## config.mk

```make
export PLATFORM = sky130hd
export DESIGN_NAME = pipelined_control_unit_flat
export DESIGN_NICKNAME = d
export VERILOG_FILES = /design/src/rtl/pipelined_control_unit_if.sv /design/src/rtl/pipelined_control_unit.sv /design/src/flat_wrapper.sv
export SDC_FILE = /design/constraint.sdc
export NUM_CORES = 1
export LEC_CHECK = 0
export CAP_MARGIN = 10
export CORE_UTILIZATION = 25
export DETAILED_ROUTE_END_ITERATION = 6
export HOLD_SLACK_MARGIN = 0.03
export PLACE_DENSITY = 0.55
export SYNTH_ARGS = -nofsm -noshare
export SYNTH_HDL_FRONTEND = slang
export SYNTH_SLANG_ARGS = --single-unit
```

## constraint.sdc

```tcl
create_clock -name clk -period 4.2 [get_ports clk]
set_input_delay 1.26 -clock clk [delete_from_list [all_inputs] [get_ports clk]]
set_output_delay 1.26 -clock clk [all_outputs]
set_load 0.05 [all_outputs]
```

## src/rtl/pipelined_control_unit_if.sv

```systemverilog
// Decode/control pipeline bus: ID-side inputs, stall feedback and per-stage control outputs.
// The master drives ID/flush/stall; the slave is the control unit.
interface pipelined_control_unit_if #(
  parameter int REG_AW  = 5,
  parameter int ALUOP_W = 3
);
  localparam int CTRL_W = 8 + ALUOP_W;

  logic              id_valid;
  logic [31:0]       id_instr;
  logic              flush;
  logic              ext_stall;
  logic              hazard_stall;
  logic              ex_valid, mem_valid, wb_valid;
  logic [CTRL_W-1:0] ex_ctrl, mem_ctrl, wb_ctrl;
  logic [REG_AW-1:0] ex_rd, mem_rd, wb_rd;

  modport master (
    output id_valid, id_instr, flush, ext_stall,
    input  hazard_stall, ex_valid, mem_valid, wb_valid,
    input  ex_ctrl, mem_ctrl, wb_ctrl, ex_rd, mem_rd, wb_rd
  );

  modport slave (
    input  id_valid, id_instr, flush, ext_stall,
    output hazard_stall, ex_valid, mem_valid, wb_valid,
    output ex_ctrl, mem_ctrl, wb_ctrl, ex_rd, mem_rd, wb_rd
  );
endinterface

```

## src/rtl/pipelined_control_unit.sv

```systemverilog
// RV32 decode-and-control pipeline: ID decode into EX/MEM/WB control registers with load-use bubbles.
// Optional CTRL_PERF_CNT_EN adds saturating stall/flush performance counters.
module pipelined_control_unit #(
  parameter int REG_AW  = 5,
  parameter int ALUOP_W = 3,
  parameter int CNT_W   = 32
) (
  input  logic clk,
  input  logic rst_n,
  pipelined_control_unit_if.slave bus
`ifdef CTRL_PERF_CNT_EN
  ,
  output logic [CNT_W-1:0] perf_stall_cnt,
  output logic [CNT_W-1:0] perf_flush_cnt
`endif
);
  localparam int CTRL_W = 8 + ALUOP_W;
  localparam int STAGES = 3;

  localparam int RW = 0, MR = 1, MW = 2, AS = 3, BR = 4, MTR = 5, JMP = 6, LNK = 7;
  localparam int ALU_ADD = 0, ALU_BRCMP = 1, ALU_RFUNCT = 2, ALU_IFUNCT = 3, ALU_LUI = 4, ALU_AUIPC = 5;

  localparam logic [6:0] OP_R = 7'b0110011, OP_LD = 7'b0000011, OP_ST = 7'b0100011,
                         OP_BR = 7'b1100011, OP_IA = 7'b0010011, OP_JAL = 7'b1101111,
                         OP_JALR = 7'b1100111, OP_LUI = 7'b0110111, OP_AUIPC = 7'b0010111;

  typedef struct packed {
    logic [CTRL_W-1:0] ctrl;
    logic [REG_AW-1:0] rd;
  } word_t;

  // Index 1 = EX, 2 = MEM, 3 = WB.
  logic  [STAGES:1] vld_pipe;
  word_t [STAGES:1] wrd_pipe;

  logic [6:0]        opcode;
  logic [REG_AW-1:0] rs1, rs2;
  logic [CTRL_W-1:0] dec_ctrl;
  logic              dec_ok, use_rs1, use_rs2;
  logic              ex_load, hz_cond, hz_stall, bubble;
  logic              nxt_vld;
  word_t             nxt_wrd;
  logic              unused_instr;

  assign opcode       = bus.id_instr[6:0];
  assign rs1          = bus.id_instr[15 +: REG_AW];
  assign rs2          = bus.id_instr[20 +: REG_AW];
  assign unused_instr = ^bus.id_instr;

  always_comb begin
    dec_ctrl = '0;
    dec_ok   = 1'b1;
    use_rs1  = 1'b0;
    use_rs2  = 1'b0;
    case (opcode)
      OP_R: begin
        dec_ctrl[RW] = 1'b1; dec_ctrl[8 +: ALUOP_W] = ALUOP_W'(ALU_RFUNCT);
        use_rs1 = 1'b1; use_rs2 = 1'b1;
      end
      OP_LD: begin
        dec_ctrl[RW] = 1'b1; dec_ctrl[MR] = 1'b1; dec_ctrl[AS] = 1'b1; dec_ctrl[MTR] = 1'b1;
        dec_ctrl[8 +: ALUOP_W] = ALUOP_W'(ALU_ADD);
        use_rs1 = 1'b1;
      end
      OP_ST: begin
        dec_ctrl[MW] = 1'b1; dec_ctrl[AS] = 1'b1; dec_ctrl[8 +: ALUOP_W] = ALUOP_W'(ALU_ADD);
        use_rs1 = 1'b1; use_rs2 = 1'b1;
      end
      OP_BR: begin
        dec_ctrl[BR] = 1'b1; dec_ctrl[8 +: ALUOP_W] = ALUOP_W'(ALU_BRCMP);
        use_rs1 = 1'b1; use_rs2 = 1'b1;
      end
      OP_IA: begin
        dec_ctrl[RW] = 1'b1; dec_ctrl[AS] = 1'b1; dec_ctrl[8 +: ALUOP_W] = ALUOP_W'(ALU_IFUNCT);
        use_rs1 = 1'b1;
      end
      OP_JAL, OP_JALR: begin
        dec_ctrl[RW] = 1'b1; dec_ctrl[AS] = 1'b1; dec_ctrl[JMP] = 1'b1; dec_ctrl[LNK] = 1'b1;
        dec_ctrl[8 +: ALUOP_W] = ALUOP_W'(ALU_ADD);
        use_rs1 = (opcode == OP_JALR);
      end
      OP_LUI: begin
        dec_ctrl[RW] = 1'b1; dec_ctrl[AS] = 1'b1; dec_ctrl[8 +: ALUOP_W] = ALUOP_W'(ALU_LUI);
      end
      OP_AUIPC: begin
        dec_ctrl[RW] = 1'b1; dec_ctrl[AS] = 1'b1; dec_ctrl[8 +: ALUOP_W] = ALUOP_W'(ALU_AUIPC);
      end
      default: dec_ok = 1'b0;
    endcase
  end

  // Hazard only against a load in EX that really writes a non-zero register.
  assign ex_load  = vld_pipe[1] & wrd_pipe[1].ctrl[MR] & (wrd_pipe[1].rd != '0);
  assign hz_cond  = bus.id_valid & ex_load &
                    ((use_rs1 & (rs1 == wrd_pipe[1].rd)) | (use_rs2 & (rs2 == wrd_pipe[1].rd)));
  assign hz_stall = hz_cond & ~bus.flush;
  assign bubble   = ~bus.id_valid | ~dec_ok | bus.flush | hz_cond;

  assign nxt_vld      = ~bubble;
  assign nxt_wrd.ctrl = bubble ? '0 : dec_ctrl;
  assign nxt_wrd.rd   = (bubble | ~dec_ctrl[RW]) ? '0 : bus.id_instr[7 +: REG_AW];

  always_ff @(posedge clk or negedge rst_n) begin
    if (!rst_n) begin
      vld_pipe <= '0;
      wrd_pipe <= '0;
    end else if (!bus.ext_stall) begin
      vld_pipe <= {vld_pipe[STAGES-1:1], nxt_vld};
      wrd_pipe <= {wrd_pipe[STAGES-1:1], nxt_wrd};
    end
  end

  assign bus.hazard_stall = hz_stall;
  assign bus.ex_valid     = vld_pipe[1];
  assign bus.mem_valid    = vld_pipe[2];
  assign bus.wb_valid     = vld_pipe[3];
  assign bus.ex_ctrl      = wrd_pipe[1].ctrl;
  assign bus.mem_ctrl     = wrd_pipe[2].ctrl;
  assign bus.wb_ctrl      = wrd_pipe[3].ctrl;
  assign bus.ex_rd        = wrd_pipe[1].rd;
  assign bus.mem_rd       = wrd_pipe[2].rd;
  assign bus.wb_rd        = wrd_pipe[3].rd;

`ifdef CTRL_PERF_CNT_EN
  always_ff @(posedge clk or negedge rst_n) begin
    if (!rst_n) begin
      perf_stall_cnt <= '0;
      perf_flush_cnt <= '0;
    end else if (!bus.ext_stall) begin
      if (hz_stall && !(&perf_stall_cnt))
        perf_stall_cnt <= perf_stall_cnt + CNT_W'(1);
      if (bus.flush && !(&perf_flush_cnt))
        perf_flush_cnt <= perf_flush_cnt + CNT_W'(1);
    end
  end
`endif
endmodule

```

## src/flat_wrapper.sv

```systemverilog
// flat-port wrapper written by rule: the top's interface ports become plain ports
module pipelined_control_unit_flat 
#(
  parameter int REG_AW  = 5,
  parameter int ALUOP_W = 3,
  parameter int CNT_W   = 32
)
  (clk, rst_n, bus_id_valid, bus_id_instr, bus_flush, bus_ext_stall, bus_hazard_stall, bus_ex_valid, bus_mem_valid, bus_wb_valid, bus_ex_ctrl, bus_mem_ctrl, bus_wb_ctrl, bus_ex_rd, bus_mem_rd, bus_wb_rd);
  pipelined_control_unit_if #(.REG_AW(REG_AW), .ALUOP_W(ALUOP_W)) bus_i ();
  input  logic clk;
  input  logic rst_n;
  input wire logic [$bits(bus_i.id_valid)-1:0] bus_id_valid;
  input wire logic [$bits(bus_i.id_instr)-1:0] bus_id_instr;
  input wire logic [$bits(bus_i.flush)-1:0] bus_flush;
  input wire logic [$bits(bus_i.ext_stall)-1:0] bus_ext_stall;
  output wire logic [$bits(bus_i.hazard_stall)-1:0] bus_hazard_stall;
  output wire logic [$bits(bus_i.ex_valid)-1:0] bus_ex_valid;
  output wire logic [$bits(bus_i.mem_valid)-1:0] bus_mem_valid;
  output wire logic [$bits(bus_i.wb_valid)-1:0] bus_wb_valid;
  output wire logic [$bits(bus_i.ex_ctrl)-1:0] bus_ex_ctrl;
  output wire logic [$bits(bus_i.mem_ctrl)-1:0] bus_mem_ctrl;
  output wire logic [$bits(bus_i.wb_ctrl)-1:0] bus_wb_ctrl;
  output wire logic [$bits(bus_i.ex_rd)-1:0] bus_ex_rd;
  output wire logic [$bits(bus_i.mem_rd)-1:0] bus_mem_rd;
  output wire logic [$bits(bus_i.wb_rd)-1:0] bus_wb_rd;
  assign bus_i.id_valid = bus_id_valid;
  assign bus_i.id_instr = bus_id_instr;
  assign bus_i.flush = bus_flush;
  assign bus_i.ext_stall = bus_ext_stall;
  assign bus_hazard_stall = bus_i.hazard_stall;
  assign bus_ex_valid = bus_i.ex_valid;
  assign bus_mem_valid = bus_i.mem_valid;
  assign bus_wb_valid = bus_i.wb_valid;
  assign bus_ex_ctrl = bus_i.ex_ctrl;
  assign bus_mem_ctrl = bus_i.mem_ctrl;
  assign bus_wb_ctrl = bus_i.wb_ctrl;
  assign bus_ex_rd = bus_i.ex_rd;
  assign bus_mem_rd = bus_i.mem_rd;
  assign bus_wb_rd = bus_i.wb_rd;
  pipelined_control_unit #(.REG_AW(REG_AW), .ALUOP_W(ALUOP_W), .CNT_W(CNT_W)) u_core (.clk(clk), .rst_n(rst_n), .bus(bus_i));
endmodule
```

==> flow_summary.rst, run 1 <==
.. list-table::
   :header-rows: 1

   * - Metric
     - Value
   * - Number of buffers on the longest clock path
     - 2
   * - Worst VDD drop
     - ~92 uV
   * - Placement Rows
     - 32
   * - Cells traversed along the worst timing path
     - clkdlybuf4s50_1 > nand2b_4 > a2111oi_4 > o21ai_2 > nor3_4 > buf_12
   * - Final critical delay including setup and external delays
     - approximately 4000 ps
   * - Synthesis-to-layout area growth
     - 48.92%
   * - Violation count after the first detailed-route iteration
     - 66
   * - Number of enable flip-flop cells after synthesis
     - 0
   * - Clk root buf
     - sky130_fd_sc_hd__clkbuf_8
   * - Net count after synthesis
     - 196
   * - Worst setup slack after layout
     - ~120 ps
   * - Final standard cell utilization of the core
     - 38.79%
   * - Port buffer count
     - just under 80
   * - Clock-pin slew of the registers on the worst-case setup and hold paths
     - around 80 ps
   * - Commonest cells after routing, fill and taps aside
     - sky130_fd_sc_hd__clkdlybuf4s50_1 (75), sky130_fd_sc_hd__dfrtp_1 (45), sky130_fd_sc_hd__mux2_2 (30), sky130_fd_sc_hd__nand2_1 (14)
   * - Static leakage power
     - around 1.4 nW
   * - Library cell with the largest summed area after synthesis
     - sky130_fd_sc_hd__dfrtp_1
   * - Combinational group share of total power
     - a little under an eighth
   * - Sort of element at the start of the critical path
     - input port
   * - CP max stage cell
     - sky130_fd_sc_hd__clkdlybuf4s50_1
   * - GP Congestion
     - 0.7901
   * - Global-route wire length before repair
     - around 7.7 mm
   * - Cell area power density
     - roughly 270 mW/mm^2
   * - Wirelength per Cell
     - between 10 and 15 um
   * - Number of hold-slack violations in the final timing report
     - 0
   * - Share of post-route cells with drive strength above 1
     - 24.69%
   * - Number of levels in the clock H-tree
     - 2
   * - Setup violators final
     - 0
   * - Clock sink count
     - 45
   * - Total CTS buffers
     - 5
   * - Hpwl dp
     - 3.307 mm
   * - Post-CTS Setup Bufs
     - 0
   * - Total negative setup slack
     - 0 ps
   * - Portion of synthesized cell area occupied by the leading cell type
     - 55.66%
   * - Final nets
     - about 280
   * - Synth async-reset ratio
     - 100.0%
   * - Headroom to the max-slew limit
     - 34.51%
   * - Area of combinational cells with multiple inputs
     - between 800 and 900 um^2
   * - Vias
     - roughly 1.5k
   * - Remaining routing DRC violations
     - 0
   * - Final clock skew
     - roughly 3.0 ps
   * - Most common cell after layout, fill and taps aside
     - sky130_fd_sc_hd__clkdlybuf4s50_1
   * - #FFs+latches synth
     - 45
   * - Tightest hold margin
     - between 500 and 600 ps
   * - I/O pins
     - slightly below 90
   * - Slew Limit Fails
     - 0
   * - Average cell area after synthesis
     - 12.72 um^2
   * - Buffers & Inverters on Critical Path
     - 2
   * - Instance count of the mapped netlist
     - 159
   * - Ys flop type
     - sky130_fd_sc_hd__dfrtp_1
   * - Number of synthesis warnings
     - 0
   * - Switching power
     - between 150 and 200 uW
   * - # Max-Cap Violations
     - 0
   * - Cell-internal power
     - about 610 uW
   * - Mapped cell area
     - 0.002023 mm^2
   * - Die Height
     - between 90 and 100 um
   * - Fraction of power consumed by the clock network
     - roughly a third
   * - Critical path fanouts, max
     - 3
   * - Switching part of the total power
     - approximately a quarter
   * - Hold Buf Count CTS
     - 0
   * - Dominant cells by area after synthesis
     - sky130_fd_sc_hd__dfrtp_1 (56%), sky130_fd_sc_hd__mux2_2 (17%), sky130_fd_sc_hd__xor2_1 (3.9%), sky130_fd_sc_hd__nand2_1 (2.6%), sky130_fd_sc_hd__o21ai_0 (2.2%)
   * - Maximum number of pins on one net before global-route repair
     - between 40 and 50
   * - Cell family with the largest share of critical-path delay
     - buffers and inverters
   * - Count of fill cells added during filler insertion
     - between 700 and 800
   * - Iteration count of the initial detailed-routing pass
     - 4
   * - Worst slack after detailed placement
     - approximately 80 ps
   * - Vias in the first global route
     - about 1.5k
   * - Arrival time reported for the critical path endpoint
     - about 2800 ps
   * - Fraction of the yosys area taken by sequential cells
     - between 50% and 60%
   * - Worst min path class
     - flip-flop to flip-flop
   * - Share of the clock period used by the worst path
     - a little over nine tenths
   * - Relative contribution of sequential cells to total power
     - between 50% and 60%
   * - Area of the core
     - around 0.008 mm^2
   * - Transition time at the pin with the least slew margin
     - 982.3 ps
   * - Post-detailed-routing wire length
     - approximately 4.5 mm
   * - Initial cell density of the core
     - between 20% and 30%
   * - Setup repair after global routing missed its margin
     - no
   * - Critical path capture point type
     - output pin
   * - Number of antenna violations at the first check in global routing
     - 0
   * - Maximum cell stage delay along the critical path
     - 530 ps
   * - Data required time at the worst endpoint
     - approximately 3000 ps
   * - Insertion delay to the later sink of the worst-skew pair
     - 290 ps
   * - Overall global routing resource usage
     - around an eighth
   * - Via count normalized by instance count
     - roughly 4.4
   * - Storage element area
     - approximately 0.0011 mm^2
   * - Final Total Pwr
     - about 800 uW
   * - Area of the die
     - roughly 0.0085 mm^2
   * - Run status
     - complete, no violations
   * - Antenna-violating nets left
     - 0
   * - Worst Setup Path Type
     - input port to output pin
   * - Die width
     - ~92 um
   * - Total gr overflow
     - 0
   * - Maximum clock frequency
     - around 250 MHz
   * - TritonCTS clock tree
     - yes
   * - Distinct cells, synth
     - 36
   * - Ant diodes
     - 0
-- per-stage QoR --
| stage | cell area [um^2] | instances |
|---|---|---|
| 2_1_floorplan | 2028 | 159 |
| 3_3_place_gp | 2915 | 334 |
| 6_report | 3013 | 341 |
| 3_5_place_dp | 2915 | 334 |
| 5_1_grt | 3013 | 341 |
| 4_1_cts | 3002 | 341 |
-- per-layer routing --
metal	up-vias	part of all wire (%)	track usage, %
met3	8	6.8	3.897
met5	-	0	0
met4	0	1.5	4.297
met2	53	46	18.03
met1	731	46	15.03
li1	723	-	-
-- cell usage after synthesis, types with 2 or more instances --
cell type / count
sky130_fd_sc_hd__xor2_1: 9
sky130_fd_sc_hd__buf_4: 6
sky130_fd_sc_hd__o31ai_1: 2
sky130_fd_sc_hd__buf_2: 2
sky130_fd_sc_hd__nor2_1: 3
sky130_fd_sc_hd__o21ai_0: 9
sky130_fd_sc_hd__nor4_1: 2
sky130_fd_sc_hd__nand2_1: 14
sky130_fd_sc_hd__mux2_2: 30
sky130_fd_sc_hd__a22o_2: 4
sky130_fd_sc_hd__inv_1: 2
sky130_fd_sc_hd__nand3_1: 3
sky130_fd_sc_hd__dfrtp_1: 45
sky130_fd_sc_hd__nand4_1: 3
sky130_fd_sc_hd__buf_1: 2
sky130_fd_sc_hd__nor3_1: 3
-- cells by family (layout without fill, tap and decap cells) --
| group | Yosys count | after routing | share of synthesized area [%] |
|---|---|---|---|
| xor gates and xnor gates | 10 | 10 | 4.329 |
| muxes | 30 | 30 | 16.70 |
| AOI/OAI and AO/OA | 24 | 24 | 9.957 |
| DFF | 45 | 45 | 55.66 |
| buffers and inverters | 13 | 93 | 3.649 |
| and+or+nand+nor | 37 | 37 | 9.710 |
-- flip-flops by register name, summed over array words and instances (netlist names) --
register,count
u_core.bus.ex_ctrl,9
u_core.vld_pipe,3
u_core.bus.mem_ctrl,9
u_core.bus.wb_rd,5
u_core.bus.ex_rd,5
u_core.bus.mem_rd,5
u_core.bus.wb_ctrl,9
-- power groups by stage --
stage | registers, mW | logic (mW) | clock network, mW
2_1_floorplan | 0.459 | 0.0281 | 0
3_3_place_gp | 0.447 | 0.0922 | 0
3_5_place_dp | 0.447 | 0.0925 | 0
4_1_cts | 0.439 | 0.0927 | 0.285
5_1_grt | 0.439 | 0.100 | 0.300
6_report | 0.439 | 0.0916 | 0.269
-- final timing paths --
kind	from	end	slack, ps	cells past startpoint
min in group asynchronous	rst_n	u_core.bus.wb_ctrl[9]$_DFFE_PN0N_	1120	1
max reg2reg	u_core.bus.ex_rd[0]$_DFFE_PN0N_	u_core.bus.ex_rd[2]$_DFFE_PN0N_	2210	5
max in group asynchronous	rst_n	u_core.vld_pipe[1]$_DFFE_PN0N_	2480	1
max	bus_id_instr[5]	bus_hazard_stall	120	6
min reg2reg	u_core.bus.wb_rd[3]$_DFFE_PN0N_	u_core.bus.wb_rd[3]$_DFFE_PN0N_	510	1
min	u_core.bus.wb_rd[3]$_DFFE_PN0N_	u_core.bus.wb_rd[3]$_DFFE_PN0N_	510	1
-- timing repair --
| action | in CTS | in global routing |
|---|---|---|
| setup endpoints to repair | 0 | 1 |
| hold endpoints to repair | 0 | 0 |
| gates resized for setup | 0 | 2 |
-- area by class of cell --
class,count,share of cell area [%]
clock buffer,7,2.865
inverter,2,0.2492
multi-input combinational,101,27.87
sequential,45,37.38
tap,102,4.236
timing repair buffer,84,27.41
Power figures use the tool's default switching activity.
==> run 2: changes to the inputs <==
Settings changed: HOLD_SLACK_MARGIN 0.03 to 0.05.
Clock period 4.2 ns to 4.35 ns, I/O delays scaled along.
==> flow_summary.rst, run 2 (same netlist as run 1, synthesis figures left out) <==
.. list-table::
   :header-rows: 1

   * - Metric
     - Value
   * - Run status
     - complete, no violations (unchanged)
   * - Transition time at the pin with the least slew margin
     - 1011 ps (was 982.3 ps)
   * - Total CTS buffers
     - 5 (unchanged)
   * - Vias
     - 1516 (was 1515)
   * - Number of levels in the clock H-tree
     - 2 (unchanged)
   * - Final Instance Area
     - 0.002987 mm^2 (was 0.003013 mm^2)
   * - Synthesis-to-layout area growth
     - 47.62% (was 48.92%)
   * - Clock sink count
     - 45 (unchanged)
   * - Number of buffers on the longest clock path
     - 2 (unchanged)
   * - Wirelength per Cell
     - 13.24 um (was 13.32 um)
   * - Reg-to-reg critical path endpoint
     - u_core.bus.ex_rd[3]$_DFFE_PN0N_ (was u_core.bus.ex_rd[2]$_DFFE_PN0N_)
   * - Critical path capture point type
     - output pin (unchanged)
   * - Worst Hold Depth
     - 1 (unchanged)
   * - Final nets
     - 274 (was 276)
   * - Headroom to the max-slew limit
     - 32.62% (was 34.51%)
   * - Share of post-route cells with drive strength above 1
     - 24.37% (was 24.69%)
   * - Area of the core
     - 0.007767 mm^2 (unchanged)
   * - Clock-pin slew of the registers on the worst-case setup and hold paths
     - 80 ps (about the same)
   * - Hold path start
     - u_core.bus.wb_ctrl[3]$_DFFE_PN0N_ (was u_core.bus.wb_rd[3]$_DFFE_PN0N_)
   * - Critical path fanouts, max
     - 3 (unchanged)
   * - Number of antenna violations at the first check in global routing
     - 0 (unchanged)
   * - Insertion delay to the later sink of the worst-skew pair
     - 300 ps (was 290 ps)
   * - Post-detailed-routing wire length
     - 4.502 mm (was 4.542 mm)
   * - Cell area power density
     - 255.0 mW/mm^2 (was 265.1 mW/mm^2)
   * - Iteration count of the initial detailed-routing pass
     - 4 (unchanged)
   * - Sort of element at the start of the critical path
     - input port (unchanged)
   * - Antenna-violating nets left
     - 0 (unchanged)
   * - Slew Limit Fails
     - 0 (unchanged)
   * - GP Congestion
     - 0.7558 (was 0.7901)
   * - Share of the clock period used by the worst path
     - between 90% and 100%
   * - Ant diodes
     - 0 (unchanged)
   * - Most common cell after layout, fill and taps aside
     - sky130_fd_sc_hd__clkdlybuf4s50_1 (unchanged)
   * - Violation count after the first detailed-route iteration
     - 48 (was 66)
   * - Global-route wire length before repair
     - 7.493 mm (was 7.665 mm)
   * - Maximum clock frequency
     - 239.9 MHz
   * - Static leakage power
     - 1.342 nW (was 1.362 nW)
   * - Clk root buf
     - sky130_fd_sc_hd__clkbuf_8 (unchanged)
   * - Final critical delay including setup and external delays
     - approximately 4200 ps
   * - Via count normalized by instance count
     - 4.459 (was 4.443)
   * - Data required time at the worst endpoint
     - 3040 ps (was 2940 ps)
   * - Startpoint of the worst-slack reg-to-reg timing path
     - u_core.bus.ex_rd[0]$_DFFE_PN0N_ (unchanged)
   * - Commonest cells after routing, fill and taps aside
     - sky130_fd_sc_hd__clkdlybuf4s50_1 (75), sky130_fd_sc_hd__dfrtp_1 (45), sky130_fd_sc_hd__mux2_2 (30), sky130_fd_sc_hd__nand2_1 (14) (unchanged)
   * - Final Total Pwr
     - 761.6 uW (was 798.7 uW)
   * - Worst min path class
     - flip-flop to flip-flop (unchanged)
   * - Area of the die
     - 0.008457 mm^2 (unchanged)
   * - Setup repair after global routing missed its margin
     - no (unchanged)
   * - Worst VDD drop
     - 110.8 uV (was 92.15 uV)
   * - Total gr overflow
     - 0 (unchanged)
   * - Arrival time reported for the critical path endpoint
     - 2860 ps (was 2820 ps)
   * - Remaining routing DRC violations
     - 0 (unchanged)
   * - Die width
     - 91.96 um (unchanged)
   * - Post-placement cell area
     - 0.002895 mm^2 (was 0.002915 mm^2)
   * - Die Height
     - 91.96 um (unchanged)
   * - # Max-Cap Violations
     - 0 (unchanged)
   * - Port buffer count
     - 78 (unchanged)
   * - Final clock skew
     - 8.860 ps (was 2.955 ps)
   * - I/O pins
     - 89 (unchanged)
   * - Capture endpoint of the worst hold path
     - u_core.bus.wb_ctrl[3]$_DFFE_PN0N_ (was u_core.bus.wb_rd[3]$_DFFE_PN0N_)
   * - Placement Rows
     - 32 (unchanged)
   * - Number of hold-slack violations in the final timing report
     - 0 (unchanged)
   * - Total negative setup slack
     - 0 ps (unchanged)
   * - Depth of the worst register-to-register path
     - 5 (unchanged)
   * - Worst R2R Setup Slack
     - 2420 ps (was 2210 ps)
   * - Maximum number of pins on one net before global-route repair
     - 47 (was 46)
   * - Initial cell density of the core
     - 26.05% (unchanged)
   * - TritonCTS clock tree
     - yes (unchanged)
   * - Worst Setup Path Type
     - input port to output pin (unchanged)
   * - Setup violators final
     - 0 (unchanged)
   * - Hold Buf Count CTS
     - 0 (unchanged)
   * - Vias in the first global route
     - 1460 (was 1520)
   * - Overall global routing resource usage
     - 11.38% (was 11.64%)
[run 2: changes by cell type in the layout (fill, tap and decap cells not counted)]
cell                         previous run  this run
sky130_fd_sc_hd__clkinv_2               0         2
sky130_fd_sc_hd__clkbuf_8               6         5
sky130_fd_sc_hd__clkinvlp_4             0         1
sky130_fd_sc_hd__clkbuf_1               1         0
sky130_fd_sc_hd__nand3_2                1         0
sky130_fd_sc_hd__nand3_1                2         3
sky130_fd_sc_hd__nor3_4                 1         0
sky130_fd_sc_hd__buf_4                  6         4
sky130_fd_sc_hd__nor3_2                 0         1
[run 2: repair_timing]
action / 4_1_cts / 5_1_grt
resized for setup: 0 / 1
endpoints found under the setup margin: 0 / 1
setup buffers: 0 / 0
[run 2: layout make-up]
type / instances / area [um^2]
clock buffers: 5 / 68.82
clock inverters: 3 / 17.52
fillers: 800 / 4781
inverters: 2 / 7.507
multi-input cells: 101 / 828.3
flip-flops and latches: 45 / 1126
well taps: 102 / 127.6
repair buffers: 82 / 810.8
[run 2: how the worst max path moves through the flow]
stage	startpoint	end	slack, ps	depth (start not counted)
finish	bus_id_instr[1]	bus_hazard_stall	180	6
detailed placement	bus_id_instr[1]	bus_hazard_stall	80	6
CTS	bus_id_instr[1]	bus_hazard_stall	50	6
floorplan	bus_id_instr[4]	bus_hazard_stall	30	4
global placement	bus_id_instr[1]	bus_hazard_stall	80	6
global route	bus_id_instr[2]	bus_hazard_stall	80	6
[run 2: layer usage]
layer / global-route usage [%] / vias to the layer above / share of wire, % / wire length, um
met5: 0 / - / 0 / 0
met4: 4.427 / 0 / 1.1 / 51
met3: 3.731 / 7 / 7.4 / 334
met2: 17.04 / 56 / 47 / 2113
met1: 15.16 / 729 / 44 / 2003
li1: - / 724 / - / -
[run 2: critical path, cell delays in order]
cell and delay, ps:
sky130_fd_sc_hd__clkdlybuf4s50_1 450, sky130_fd_sc_hd__nand3_1 180, sky130_fd_sc_hd__a2111oi_4 370, sky130_fd_sc_hd__o21ai_2 130
sky130_fd_sc_hd__nor3_2 260, sky130_fd_sc_hd__buf_12 180
[run 2: report_power, final]
group	total, mW	switching (mW)	internal (mW)	leakage [nW]
Combinational	0.0869	0.0466	0.0402	0.671
Clock	0.251	0.140	0.111	0.0439
Sequential	0.424	0.00248	0.421	0.628
Total	0.762	0.189	0.572	1.34
[run 2: metrics by stage]
step                      utilization [%]  worst slack (ps)  cells  hold WS [ps]
after CTS                           38.39             52.91    340         512.8
after global placement              37.27             83.68    332         486.2
final                               38.45             181.4    340         508.3
after global routing                38.45             81.02    340         525.6
after detailed placement            37.27             75.21    332         492.6
after floorplan                         -             33.53    159         764.3
==> run 3: changes to the inputs <==
==> constraint.sdc (replaced) <==
create_clock -name clk -period 4.35 [get_ports clk]
set_input_delay 0.6525 -clock clk [delete_from_list [all_inputs] [get_ports clk]]
set_output_delay 0.6525 -clock clk [all_outputs]
set_load 0.05 [all_outputs]
==> flow_summary.rst, run 3 (same netlist as run 1, synthesis figures left out) <==
.. list-table::
   :header-rows: 1

   * - Metric
     - Value
   * - Cells resized by post-CTS repair
     - 0 (unchanged)
   * - Run status
     - complete, no violations (unchanged)
   * - # Max-Cap Violations
     - 0 (unchanged)
   * - Clock sink count
     - 45 (unchanged)
   * - Commonest cells after routing, fill and taps aside
     - sky130_fd_sc_hd__clkdlybuf4s50_1 (76), sky130_fd_sc_hd__dfrtp_1 (45), sky130_fd_sc_hd__mux2_2 (30), sky130_fd_sc_hd__nand2_1 (14) (was sky130_fd_sc_hd__clkdlybuf4s50_1 (75), sky130_fd_sc_hd__dfrtp_1 (45), sky130_fd_sc_hd__mux2_2 (30), sky130_fd_sc_hd__nand2_1 (14))
   * - Non-filler cells in the finished layout
     - 336 (was 340)
   * - Final critical delay including setup and external delays
     - 3584 ps (was 4169 ps)
   * - Remaining routing DRC violations
     - 0 (unchanged)
   * - Die Height
     - 91.96 um (unchanged)
   * - Final standard cell utilization of the core
     - 38.06% (was 38.45%)
   * - Hpwl dp
     - around 3.1 mm
   * - Storage element area
     - 0.001126 mm^2 (unchanged)
   * - Ant diodes
     - 0 (unchanged)
   * - Wirelength per Cell
     - 13.07 um (was 13.24 um)
   * - Critical path capture point type
     - output pin (unchanged)
   * - Vias in the first global route
     - 1422 (was 1460)
   * - Worst VDD drop
     - 119.3 uV (was 110.8 uV)
   * - Slew Limit Fails
     - 0 (unchanged)
   * - Critical path fanouts, max
     - 9 (was 3)
   * - Area of combinational cells with multiple inputs
     - 823.3 um^2 (was 828.3 um^2)
   * - Synthesis-to-layout area growth
     - 46.14% (was 47.62%)
   * - Clk root buf
     - sky130_fd_sc_hd__clkbuf_8 (unchanged)
   * - Worst setup slack after layout
     - 766.2 ps (was 181.4 ps)
   * - Post-detailed-routing wire length
     - 4.390 mm (was 4.502 mm)
   * - Final Instance Area
     - 0.002957 mm^2 (was 0.002987 mm^2)
   * - Sort of element at the start of the critical path
     - input port (unchanged)
   * - Iteration count of the initial detailed-routing pass
     - 4 (unchanged)
   * - Hold Buf Count CTS
     - 0 (unchanged)
   * - Area of the core
     - 0.007767 mm^2 (unchanged)
   * - GP Congestion
     - 0.7258 (was 0.7558)
   * - Share of post-route cells with drive strength above 1
     - 22.22% (was 24.37%)
   * - Share of the clock period used by the worst path
     - 82.39% (was 95.83%)
   * - Post-CTS Setup Bufs
     - 0 (unchanged)
   * - Tightest hold margin
     - 507.4 ps (was 508.3 ps)
   * - Number of buffers on the longest clock path
     - 2 (unchanged)
   * - Worst min path class
     - flip-flop to flip-flop (unchanged)
   * - Headroom to the max-slew limit
     - 32.23% (was 32.62%)
   * - I/O pins
     - 89 (unchanged)
   * - Total gr overflow
     - 0 (unchanged)
   * - Vias
     - 1500 (was 1516)
   * - Maximum number of pins on one net before global-route repair
     - 48 (was 47)
   * - Total negative setup slack
     - 0 ps (unchanged)
   * - Placement Rows
     - 32 (unchanged)
   * - Insertion delay to the later sink of the worst-skew pair
     - 290 ps (was 300 ps)
   * - Clock-pin slew of the registers on the worst-case setup and hold paths
     - 80 ps (about the same)
   * - Transition time at the pin with the least slew margin
     - 1017 ps (was 1011 ps)
   * - Number of levels in the clock H-tree
     - 2 (unchanged)
   * - Violation count after the first detailed-route iteration
     - 62 (was 48)
   * - Final nets
     - 270 (was 274)
   * - Via count normalized by instance count
     - 4.464 (was 4.459)
   * - Number of hold-slack violations in the final timing report
     - 0 (unchanged)
   * - Most common cell after layout, fill and taps aside
     - sky130_fd_sc_hd__clkdlybuf4s50_1 (unchanged)
   * - Port buffer count
     - 78 (unchanged)
   * - Maximum clock frequency
     - 279.0 MHz (was 239.9 MHz)
   * - Cell Count Post-Placement
     - 328 (was 332)
   * - Initial cell density of the core
     - 26.05% (unchanged)
   * - Die width
     - 91.96 um (unchanged)
   * - Total CTS buffers
     - 5 (unchanged)
   * - Post-placement cell area
     - 0.002855 mm^2 (was 0.002895 mm^2)
   * - Cell area power density
     - 266.8 mW/mm^2 (was 255.0 mW/mm^2)
   * - Setup violators final
     - 0 (unchanged)
   * - Count of fill cells added during filler insertion
     - 777 (was 800)
   * - Static leakage power
     - 1.329 nW (was 1.342 nW)
   * - Arrival time reported for the critical path endpoint
     - 2930 ps (was 2860 ps)
   * - Worst Setup Path Type
     - input port to output pin (unchanged)
   * - Setup repair after global routing missed its margin
     - no (unchanged)
   * - Antenna-violating nets left
     - 0 (unchanged)
   * - Number of antenna violations at the first check in global routing
     - 0 (unchanged)
   * - TritonCTS clock tree
     - yes (unchanged)
   * - Global-route wire length before repair
     - 7.286 mm (was 7.493 mm)
   * - Final clock skew
     - 3.969 ps (was 8.860 ps)
   * - Final Total Pwr
     - 788.9 uW (was 761.6 uW)
   * - Overall global routing resource usage
     - 11.15% (was 11.38%)
   * - Area of the die
     - 0.008457 mm^2 (unchanged)
   * - Data required time at the worst endpoint
     - 3700 ps (was 3040 ps)
   * - Worst slack after detailed placement
     - 785.0 ps (was 75.21 ps)
-- run 3: cell types whose count changed in the layout (fill, tap and decap cells not counted) --
| cell | previous run | this run |
|---|---|---|
| sky130_fd_sc_hd__clkinvlp_4 | 1 | 0 |
| sky130_fd_sc_hd__clkdlybuf4s50_1 | 75 | 76 |
| sky130_fd_sc_hd__nor3_2 | 1 | 0 |
| sky130_fd_sc_hd__buf_4 | 4 | 0 |
| sky130_fd_sc_hd__clkbuf_8 | 5 | 7 |
| sky130_fd_sc_hd__clkinv_2 | 2 | 1 |
| sky130_fd_sc_hd__buf_12 | 1 | 0 |
| sky130_fd_sc_hd__nor3_1 | 2 | 3 |
-- run 3: critical path, stage by stage --
cell and delay (ps):
sky130_fd_sc_hd__clkdlybuf4s50_1 530, sky130_fd_sc_hd__nand2b_4 220, sky130_fd_sc_hd__a2111oi_4 360, sky130_fd_sc_hd__o21ai_2 130, sky130_fd_sc_hd__nor3_1 190, sky130_fd_sc_hd__clkdlybuf4s50_1 840
-- run 3: power by group --
| part | total [mW] | internal (mW) | switching (mW) |
|---|---|---|---|
| Combinational | 0.0839 | 0.0381 | 0.0458 |
| Sequential | 0.423 | 0.421 | 0.00248 |
| Clock | 0.282 | 0.144 | 0.138 |
| Total | 0.789 | 0.603 | 0.186 |
-- run 3: layer usage --
layer / vias up / global-route usage, % / wire length [um]
li1: 709 / - / -
met1: 731 / 14.74 / 2039
met2: 52 / 16.67 / 1970
met3: 8 / 4.146 / 305
met4: 0 / 3.906 / 75
met5: - / 0 / 0
-- run 3: cell type report --
cell class	count	area share [%]
flip-flops and latches	45	38.09
repair buffers	78	26.07
inverters	2	0.2539
clock inverters	1	0.1693
multi-input cells	101	27.85
clock buffers	7	3.259
well taps	102	4.317
-- run 3: worst paths after layout --
check / startpoint / slack [ps] / cells after the start / endpoint
setup / recovery: bus_id_instr[4] / 770 / 6 / bus_hazard_stall
hold / removal: u_core.vld_pipe[3]$_DFFE_PN0N_ / 510 / 1 / u_core.vld_pipe[3]$_DFFE_PN0N_
setup reg to reg: u_core.bus.ex_rd[0]$_DFFE_PN0N_ / 2450 / 5 / u_core.bus.ex_rd[3]$_DFFE_PN0N_
hold reg to reg: u_core.vld_pipe[3]$_DFFE_PN0N_ / 510 / 1 / u_core.vld_pipe[3]$_DFFE_PN0N_
max in group asynchronous: rst_n / 3200 / 1 / u_core.vld_pipe[2]$_DFFE_PN0N_
min in group asynchronous: rst_n / 530 / 1 / u_core.bus.wb_ctrl[4]$_DFFE_PN0N_
